**src/rtl/fdc_pkg.sv**
```systemverilog
// Shared floppy-controller definitions: address-mark bytes, CRC constants,
// sequencer state encoding and the field_type code reported to the buffer.
package fdc_pkg;

  localparam logic [7:0]  MARK_ID       = 8'hFE;
  localparam logic [7:0]  MARK_DATA     = 8'hFB;
  localparam logic [7:0]  MARK_DDAM     = 8'hF8;
  localparam logic [7:0]  SYNC_A1       = 8'hA1;
  localparam logic [15:0] CRC_INIT      = 16'hFFFF;
  localparam logic [15:0] CRC_POLY      = 16'h1021;
  localparam logic [15:0] CRC_PRESET_A1 = 16'hCDB4;

  typedef enum logic [2:0] {
    ST_IDLE,
    ST_PRELOAD,
    ST_MARK,
    ST_ID_FIELD,
    ST_DATA_FIELD,
    ST_CHECK
  } seq_state_t;

  typedef enum logic [1:0] {
    FT_NONE = 2'd0,
    FT_ID   = 2'd1,
    FT_DATA = 2'd2,
    FT_DDAM = 2'd3
  } field_type_t;

  // MSB-first CRC-16/CCITT update over one byte.
  function automatic logic [15:0] crc16_byte(input logic [15:0] crc, input logic [7:0] data);
    logic [15:0] c;
    c = crc ^ {data, 8'h00};
    for (int i = 0; i < 8; i++) begin
      c = c[15] ? ((c << 1) ^ CRC_POLY) : (c << 1);
    end
    return c;
  endfunction

endpackage

```
**src/rtl/crc16_ccitt.sv**
```systemverilog
// Byte-wise registered CRC-16/CCITT engine; init presets 0xFFFF, each
// data_valid byte updates crc_out on the following cycle.
module crc16_ccitt
  import fdc_pkg::*;
(
  input  logic        clk,
  input  logic        reset,
  input  logic        init,
  input  logic        data_valid,
  input  logic [7:0]  data_in,
  output logic [15:0] crc_out
);

  logic [15:0] crc_q;

  always_ff @(posedge clk) begin
    if (reset || init) begin
      crc_q <= CRC_INIT;
    end else if (data_valid) begin
      crc_q <= crc16_byte(crc_q, data_in);
    end
  end

  assign crc_out = crc_q;

endmodule

```
**src/rtl/crc_field_sequencer.sv**
```systemverilog
// Sequences CRC checking of MFM ID/data fields: preset with A1 x3 after sync,
// classify the mark, count the field, then report a registered pass/fail.
module crc_field_sequencer
  import fdc_pkg::*;
#(
  parameter int MAX_N     = 6,
  parameter int DEFAULT_N = 2
) (
  input  logic       clk,
  input  logic       reset_n,
  input  logic       sync_found,
  input  logic       byte_valid,
  input  logic [7:0] byte_data,
  output logic       busy,
  output logic [1:0] field_type,
  output logic       result_valid,
  output logic       crc_ok,
  output logic       mark_err,
  output logic       resync,
  output logic [7:0] id_c,
  output logic [7:0] id_h,
  output logic [7:0] id_r,
  output logic [7:0] id_n,
  output logic       data_en
);

  seq_state_t  state_q;
  field_type_t cur_ft_q, ft_q;
  logic [1:0]  pre_cnt_q;
  logic [14:0] cnt_q;
  logic        skid_vld_q, sync_pend_q;
  logic [7:0]  skid_q;
  logic        rv_q, ok_q, merr_q, resync_q;
  logic [7:0]  sh_c_q, sh_h_q, sh_r_q, sh_n_q;
  logic [7:0]  id_c_q, id_h_q, id_r_q, id_n_q, n_q;

  logic        in_field, sync_go, abort, crc_init, crc_en, mark_vld, fld_take;
  logic [7:0]  mark_byte, crc_din, n_eff;
  logic [14:0] data_len;
  logic [15:0] crc_val;

  assign in_field  = (state_q == ST_ID_FIELD) || (state_q == ST_DATA_FIELD);
  assign sync_go   = (state_q == ST_IDLE) && (sync_found || sync_pend_q);
  assign abort     = sync_found && ((state_q == ST_MARK) || in_field);
  // A sync during preload simply restarts the preset; nothing was reported yet.
  assign crc_init  = sync_go || abort || (sync_found && (state_q == ST_PRELOAD));
  assign mark_byte = skid_vld_q ? skid_q : byte_data;
  assign mark_vld  = (state_q == ST_MARK) && !sync_found && (skid_vld_q || byte_valid);
  assign fld_take  = in_field && byte_valid && !sync_found;
  assign crc_en    = (state_q == ST_PRELOAD) || mark_vld || fld_take;
  assign crc_din   = (state_q == ST_PRELOAD) ? SYNC_A1 : ((state_q == ST_MARK) ? mark_byte : byte_data);
  assign n_eff     = (n_q > 8'(MAX_N)) ? 8'(MAX_N) : n_q;
  assign data_len  = 15'((32'd128 << n_eff) + 32'd2);
  assign data_en   = fld_take && (state_q == ST_DATA_FIELD) && (cnt_q > 15'd2);

  crc16_ccitt u_crc (
    .clk        (clk),
    .reset      (1'b0),
    .init       (crc_init),
    .data_valid (crc_en),
    .data_in    (crc_din),
    .crc_out    (crc_val)
  );

  always_ff @(posedge clk or negedge reset_n) begin
    if (!reset_n) begin
      state_q <= ST_IDLE;     cur_ft_q <= FT_NONE;  ft_q <= FT_NONE;
      pre_cnt_q <= 2'd0;      cnt_q <= 15'd0;
      skid_vld_q <= 1'b0;     skid_q <= 8'h00;      sync_pend_q <= 1'b0;
      rv_q <= 1'b0;           ok_q <= 1'b0;         merr_q <= 1'b0;   resync_q <= 1'b0;
      sh_c_q <= 8'h00;        sh_h_q <= 8'h00;      sh_r_q <= 8'h00;  sh_n_q <= 8'h00;
      id_c_q <= 8'h00;        id_h_q <= 8'h00;      id_r_q <= 8'h00;  id_n_q <= 8'h00;
      n_q <= 8'(DEFAULT_N);
    end else begin
      rv_q        <= 1'b0;
      merr_q      <= 1'b0;
      resync_q    <= 1'b0;
      sync_pend_q <= 1'b0;
      case (state_q)
        ST_IDLE: begin
          skid_vld_q <= 1'b0;
          if (sync_go) begin
            state_q   <= ST_PRELOAD;
            pre_cnt_q <= 2'd0;
          end
        end
        ST_PRELOAD: begin
          if (sync_found) begin
            pre_cnt_q  <= 2'd0;
            skid_vld_q <= 1'b0;
          end else begin
            if (byte_valid) begin
              skid_q     <= byte_data;
              skid_vld_q <= 1'b1;
            end
            pre_cnt_q <= pre_cnt_q + 2'd1;
            if (pre_cnt_q == 2'd2) state_q <= ST_MARK;
          end
        end
        ST_MARK, ST_ID_FIELD, ST_DATA_FIELD: begin
          if (abort) begin
            resync_q   <= 1'b1;
            state_q    <= ST_PRELOAD;
            pre_cnt_q  <= 2'd0;
            skid_vld_q <= 1'b0;
          end else if (mark_vld) begin
            skid_vld_q <= 1'b0;
            case (mark_byte)
              MARK_ID:   begin cur_ft_q <= FT_ID;   cnt_q <= 15'd6;   state_q <= ST_ID_FIELD;   end
              MARK_DATA: begin cur_ft_q <= FT_DATA; cnt_q <= data_len; state_q <= ST_DATA_FIELD; end
              MARK_DDAM: begin cur_ft_q <= FT_DDAM; cnt_q <= data_len; state_q <= ST_DATA_FIELD; end
              default:   begin merr_q <= 1'b1;      state_q <= ST_IDLE; end
            endcase
          end else if (fld_take) begin
            cnt_q <= cnt_q - 15'd1;
            if (state_q == ST_ID_FIELD) begin
              case (cnt_q)
                15'd6:   sh_c_q <= byte_data;
                15'd5:   sh_h_q <= byte_data;
                15'd4:   sh_r_q <= byte_data;
                15'd3:   sh_n_q <= byte_data;
                default: ;
              endcase
            end
            if (cnt_q == 15'd1) state_q <= ST_CHECK;
          end
        end
        ST_CHECK: begin
          rv_q        <= 1'b1;
          ok_q        <= (crc_val == 16'h0000);
          ft_q        <= cur_ft_q;
          sync_pend_q <= sync_found;
          if ((cur_ft_q == FT_ID) && (crc_val == 16'h0000)) begin
            id_c_q <= sh_c_q;
            id_h_q <= sh_h_q;
            id_r_q <= sh_r_q;
            id_n_q <= sh_n_q;
            n_q    <= sh_n_q;
          end
          state_q <= ST_IDLE;
        end
        default: state_q <= ST_IDLE;
      endcase
    end
  end

  assign busy         = (state_q != ST_IDLE);
  assign field_type   = ft_q;
  assign result_valid = rv_q;
  assign crc_ok       = ok_q;
  assign mark_err     = merr_q;
  assign resync       = resync_q;
  assign id_c         = id_c_q;
  assign id_h         = id_h_q;
  assign id_r         = id_r_q;
  assign id_n         = id_n_q;

endmodule

```
**config.mk**
```make
export PLATFORM = sky130hd
export DESIGN_NAME = crc_field_sequencer
export DESIGN_NICKNAME = d
export VERILOG_FILES = /design/src/rtl/fdc_pkg.sv /design/src/rtl/crc16_ccitt.sv /design/src/rtl/crc_field_sequencer.sv
export SDC_FILE = /design/constraint.sdc
export NUM_CORES = 1
export LEC_CHECK = 0
export CAP_MARGIN = 10
export CORE_UTILIZATION = 32
export DETAILED_ROUTE_END_ITERATION = 8
export GPL_TIMING_DRIVEN = 0
export SLEW_MARGIN = 0
export SYNTH_ARGS = -nofsm -noshare
export SYNTH_HDL_FRONTEND = slang
export SYNTH_HIERARCHICAL = 1
export SYNTH_SLANG_ARGS = --single-unit
```
**constraint.sdc**
```tcl
create_clock -name clk -period 7.71 [get_ports clk]
set_clock_uncertainty 0.1 [all_clocks]
set_input_delay 1.542 -clock clk [delete_from_list [all_inputs] [get_ports clk]]
set_output_delay 1.542 -clock clk [all_outputs]
set_load 0.01 [all_outputs]
```
==> impl_metrics.sql, run 1 <==
INSERT INTO impl_metrics (metric_group, metric, value, unit) VALUES
('pwr', 'irDropWorstVdd', '0.000173', 'V'),
('global_route', 'grt_start_max_net_pins', '74', ''),
('floorplanning', 'chipHeight', '141', 'microns'),
('synth', 'synth_cell_types', '66', ''),
('floorplanning', 'num_rows', '50', ''),
('synth', 'netlist_area', '6180', 'sq um'),
('synth', 'sequential_element_share_of_the_synthesized_area', '46.9', '%'),
('timing', 'tightestPinTransition', '1.23', 'ns'),
('worst_hold_path', 'min_delay_worst_endpoint', 'crc_ok', ''),
('synth', 'syn-mean-instance-area', '11.6', 'sq um'),
('floorplanning', 'initial_utilization', '32.8', '%'),
('global_route', 'grt_first_pass_wirelength', '23900', 'microns'),
('clocking', 'cts.root.buffer_cell', 'clkbuf_16', ''),
('worst_setup_path', 'cp_slowest_cell', 'clkdlybuf4s50_1', ''),
('timing', 'post_route_setup_slack', '2.72', 'ns'),
('synth', 'synth-main-ff-cell', 'dfrtp_1', ''),
('final_layout', 'final_layout_size_suffix_gt1_share', '24.4', '%'),
('synth', 'synth.ff_latch_count', '119', ''),
('clocking', 'worst_setup_hold_path_clk_slew', '0.05', 'ns'),
('worst_setup_path', 'rrSetupSlack', '4.61', 'ns'),
('synth', 'netlist.top_cell.by_area', 'dfrtp_1', ''),
('clocking', 'cts.sink_count', '119', ''),
('worst_setup_path', 'worst_path_largest_cell_delay', '0.59', 'ns'),
('drt', 'dr_pass1_iterations', '4', ''),
('clocking', 'post_cts.repair.setup_buffers', '0', ''),
('final_layout', 'antennaDiodeCount', '0', ''),
('worst_setup_path', 'timing.critical_path.mode_cell', 'clkdlybuf4s50_1', ''),
('clocking', 'tritoncts', 'yes', ''),
('pwr', 'leakagePower', '3.35', 'nW'),
('synth', 'netlist_top_cells_area', 'dfrtp_1 41%, mux2_2 9.5%, mux2_4 5.8%', ''),
('synth', 'synth_edf_count', '0', ''),
('clocking', 'number_of_buffers_on_the_longest_clock_path', '2', ''),
('placed_design', 'dp_worst_setup_slack', '2.74', 'ns'),
('synth', 'synth.yosys.warnings', '6', ''),
('synth', 'synthesis.instances', '534', ''),
('worst_setup_path', 'worstPathRequired', '6.07', 'ns'),
('drt', 'postRouteAntennaNets', '0', ''),
('drt', 'dr.first_iter.drc_count', '295', ''),
('floorplanning', 'core_area', '18800', 'sq um'),
('clocking', 'resize_count_post_cts', '0', ''),
('placed_design', 'placement.cell_area', '7010', 'sq um'),
('timing', 'hold_viol_final', '0', ''),
('clocking', 'clkLatencyLatePin', '0.42', 'ns'),
('worst_hold_path', 'whs_path_depth', '2', ''),
('timing', 'setup-tns-final', '0', 'ns'),
('placed_design', 'port_buffers', '48', ''),
('global_route', 'globalRouteOverflowTotal', '0', ''),
('floorplanning', 'dieWidth', '141', 'microns'),
('worst_setup_path', 'worst_r2r_start', 'state_q[2]', ''),
('clocking', 'clock_buffer_count_from_cts', '17', ''),
('outcome', 'run_status', 'finished, final reports clean', ''),
('timing', 'period_share', '64.8', '%'),
('final_layout', 'filler_cell_count', '1809', ''),
('synth', 'synth_largest_type_area_fraction', '41.3', '%'),
('worst_setup_path', 'critical_path_arrival', '3.35', 'ns'),
('worst_setup_path', 'critical_path.cell_chain', 'clkdlybuf4s50_1 -> clkbuf_1 -> inv_1 -> and4_1 -> clkdlybuf4s50_1', ''),
('job', 'cap_violations', '0', ''),
('worst_setup_path', 'critical_path_class', 'in -> out', ''),
('global_route', 'initial_antenna_violation_count', '0', ''),
('placed_design', 'gpl.final_weighted_congestion', '0.842', ''),
('timing', 'setup_repair_after_global_routing_missed_its_margin', 'false', ''),
('worst_hold_path', 'min_path_type', 'reg -> reg', ''),
('timing', 'setup-violations-final', '0', ''),
('worst_setup_path', 'timing.critical_path.fanout_max', '10', ''),
('final_layout', 'final_nets', '621', ''),
('final_layout', 'areaGrowthSynthToFinish', '22.5', '%'),
('global_route', 'grt_usage', '15.7', '%'),
('global_route', 'first_global_vias', '4457', ''),
('timing', 'max_slew_violation_total_from_the_final_report', '0', ''),
('timing', 'timing.max_slew.rel_slack', '17.2', '%'),
('worst_setup_path', 'end_kind', 'primary output', '');
[cells in the mapped netlist (4+ instances only)]
master and n:
nand2b_1 4, or3_1 9, buf_4 8, nor2_1 20, a22o_1 11, o21ai_1 5
mux2_2 52, or4_1 5, xnor2_1 9, dfrtp_1 102, nor4_1 10, o211ai_1 10
dfxtp_1 16, o21ai_0 21, o22ai_1 8, nand3b_1 5, clkbuf_1 12, nand4_1 5
nand3_1 7, a31oi_1 5, or2_2 4, buf_2 10, o2bb2ai_1 6, a21oi_1 30
mux2_4 24, nor3_1 15, nand2_1 28, ha_1 6, xnor3_1 5, inv_1 19
a211o_1 4, xnor2_2 4
[cell usage in the layout (no fill, tap or decap), types with 4 or more instances in the layout]
cell,synthesis,final
clkdlybuf4s50_1,0,47
a21oi_1,30,30
nor3_1,15,15
xnor2_1,9,9
clkinvlp_4,0,5
o21ai_1,5,5
mux2_4,24,24
nand3_1,7,7
nor2_1,20,20
nand3b_1,5,5
o21ai_0,21,21
buf_4,8,9
xnor2_2,4,4
a31oi_1,5,5
dfxtp_1,16,16
nand2_1,28,28
clkbuf_16,0,17
nand4_1,5,5
ha_1,6,6
inv_1,19,19
mux2_2,52,52
a22o_1,11,11
or4_1,5,5
o2bb2ai_1,6,6
a211o_1,4,4
clkbuf_1,12,13
xnor3_1,5,5
buf_2,10,10
nor4_1,10,10
nand2b_1,4,4
o211ai_1,10,10
or3_1,9,9
or2_2,4,4
o22ai_1,8,8
dfrtp_1,102,102
[area by class of cell]
type | instances | area [sq um] | area share [%]
clock inverter | 11 | 100 | 1.32
tap | 260 | 325 | 4.30
multi-input combinational | 362 | 3020 | 39.9
sequential | 119 | 2900 | 38.3
timing repair buffer | 49 | 505 | 6.68
clock buffer | 20 | 457 | 6.04
buffer | 35 | 189 | 2.50
inverter | 19 | 71.3 | 0.942
[critical path: cells and delay by family]
kind,cells,cell delay (ns)
simple gates,1,0.19
buf+inv,4,1.61
[sequential cells by signal, indices dropped and copies added, names as in the netlist, 2 cells and up]
| register | flops |
|---|---|
| id_c | 8 |
| sh_r_q | 8 |
| state_q | 3 |
| pre_cnt_q | 2 |
| skid_q | 8 |
| id_r | 8 |
| id_h | 8 |
| sh_n_q | 8 |
| cur_ft_q | 2 |
| u_crc/crc_out | 16 |
| sh_c_q | 8 |
| field_type | 2 |
| cnt_q | 15 |
| id_n | 8 |
| sh_h_q | 8 |
[where the power goes]
part	total, W	internal (W)	switching [W]
registers	0.000843	0.000731	0.000112
logic	0.000928	0.000468	0.000460
clock network	0.000745	0.000457	0.000288
[layer usage]
| layer | global-route usage (%) | wire (microns) |
|---|---|---|
| met1 | 21.7 | 7170 |
| met2 | 23.2 | 6440 |
| met3 | 4.21 | 737 |
| met4 | 6.29 | 231 |
| met5 | 0 | 0 |
[kinds of logic (layout without fill, tap and decap cells)]
kind of cell	Yosys count	count (layout)	synth area share (%)
AO/OA/AOI/OAI	115	115	12.2
XOR/XNOR	26	26	6.60
other	1	2	0.0607
adder cells (fa/ha/maj)	6	6	1.22
buffers and inverters	54	134	4.21
AND/OR/NAND/NOR	135	135	13.1
flip-flops	119	119	46.9
multiplexers	78	78	15.6
[how the worst max path moves through the flow]
stage                          start  slack [ns]  cells after the start           to
after floorplan           sync_found        3.96                      3      data_en
after global placement       reset_n        1.24                      1  sync_pend_q
after detailed placement  sync_found        2.74                      5      data_en
after CTS                 sync_found        2.74                      5      data_en
after global routing      sync_found        2.62                      5      data_en
final                     sync_found        2.72                      5      data_en
[per-stage QoR]
stage          total power [W]  hold slack (ns)  instances  util, %
2_1_floorplan          0.00157            0.346        535        -
3_3_place_gp           0.00174            0.359        843     37.1
3_5_place_dp           0.00178            0.374        844     37.2
4_1_cts                0.00254            0.389        875     40.2
5_1_grt                0.00267            0.417        875     40.2
6_report               0.00252            0.384        875     40.2
No activity file was read; power rests on OpenSTA's default activity.
==> run 2, diff against run 1 <==
- clock period: 7.71 -> 5.1 ns (I/O delays scaled with it)
==> results of run 2 <==
Same layout as run 1 (identical final DEF). Status: finished, final reports clean.
Among the figures that moved: setup slack after placement 2.74 ns -> 0.998 ns; setup slack after layout 2.72 ns -> 1.13 ns; start point of the critical path sync_found -> cnt_q[4]; register-to-register setup slack 4.61 ns -> 2.00 ns; total power 0.00252 W -> 0.00380 W; worst IR drop on VDD 0.000173 V -> 0.000262 V
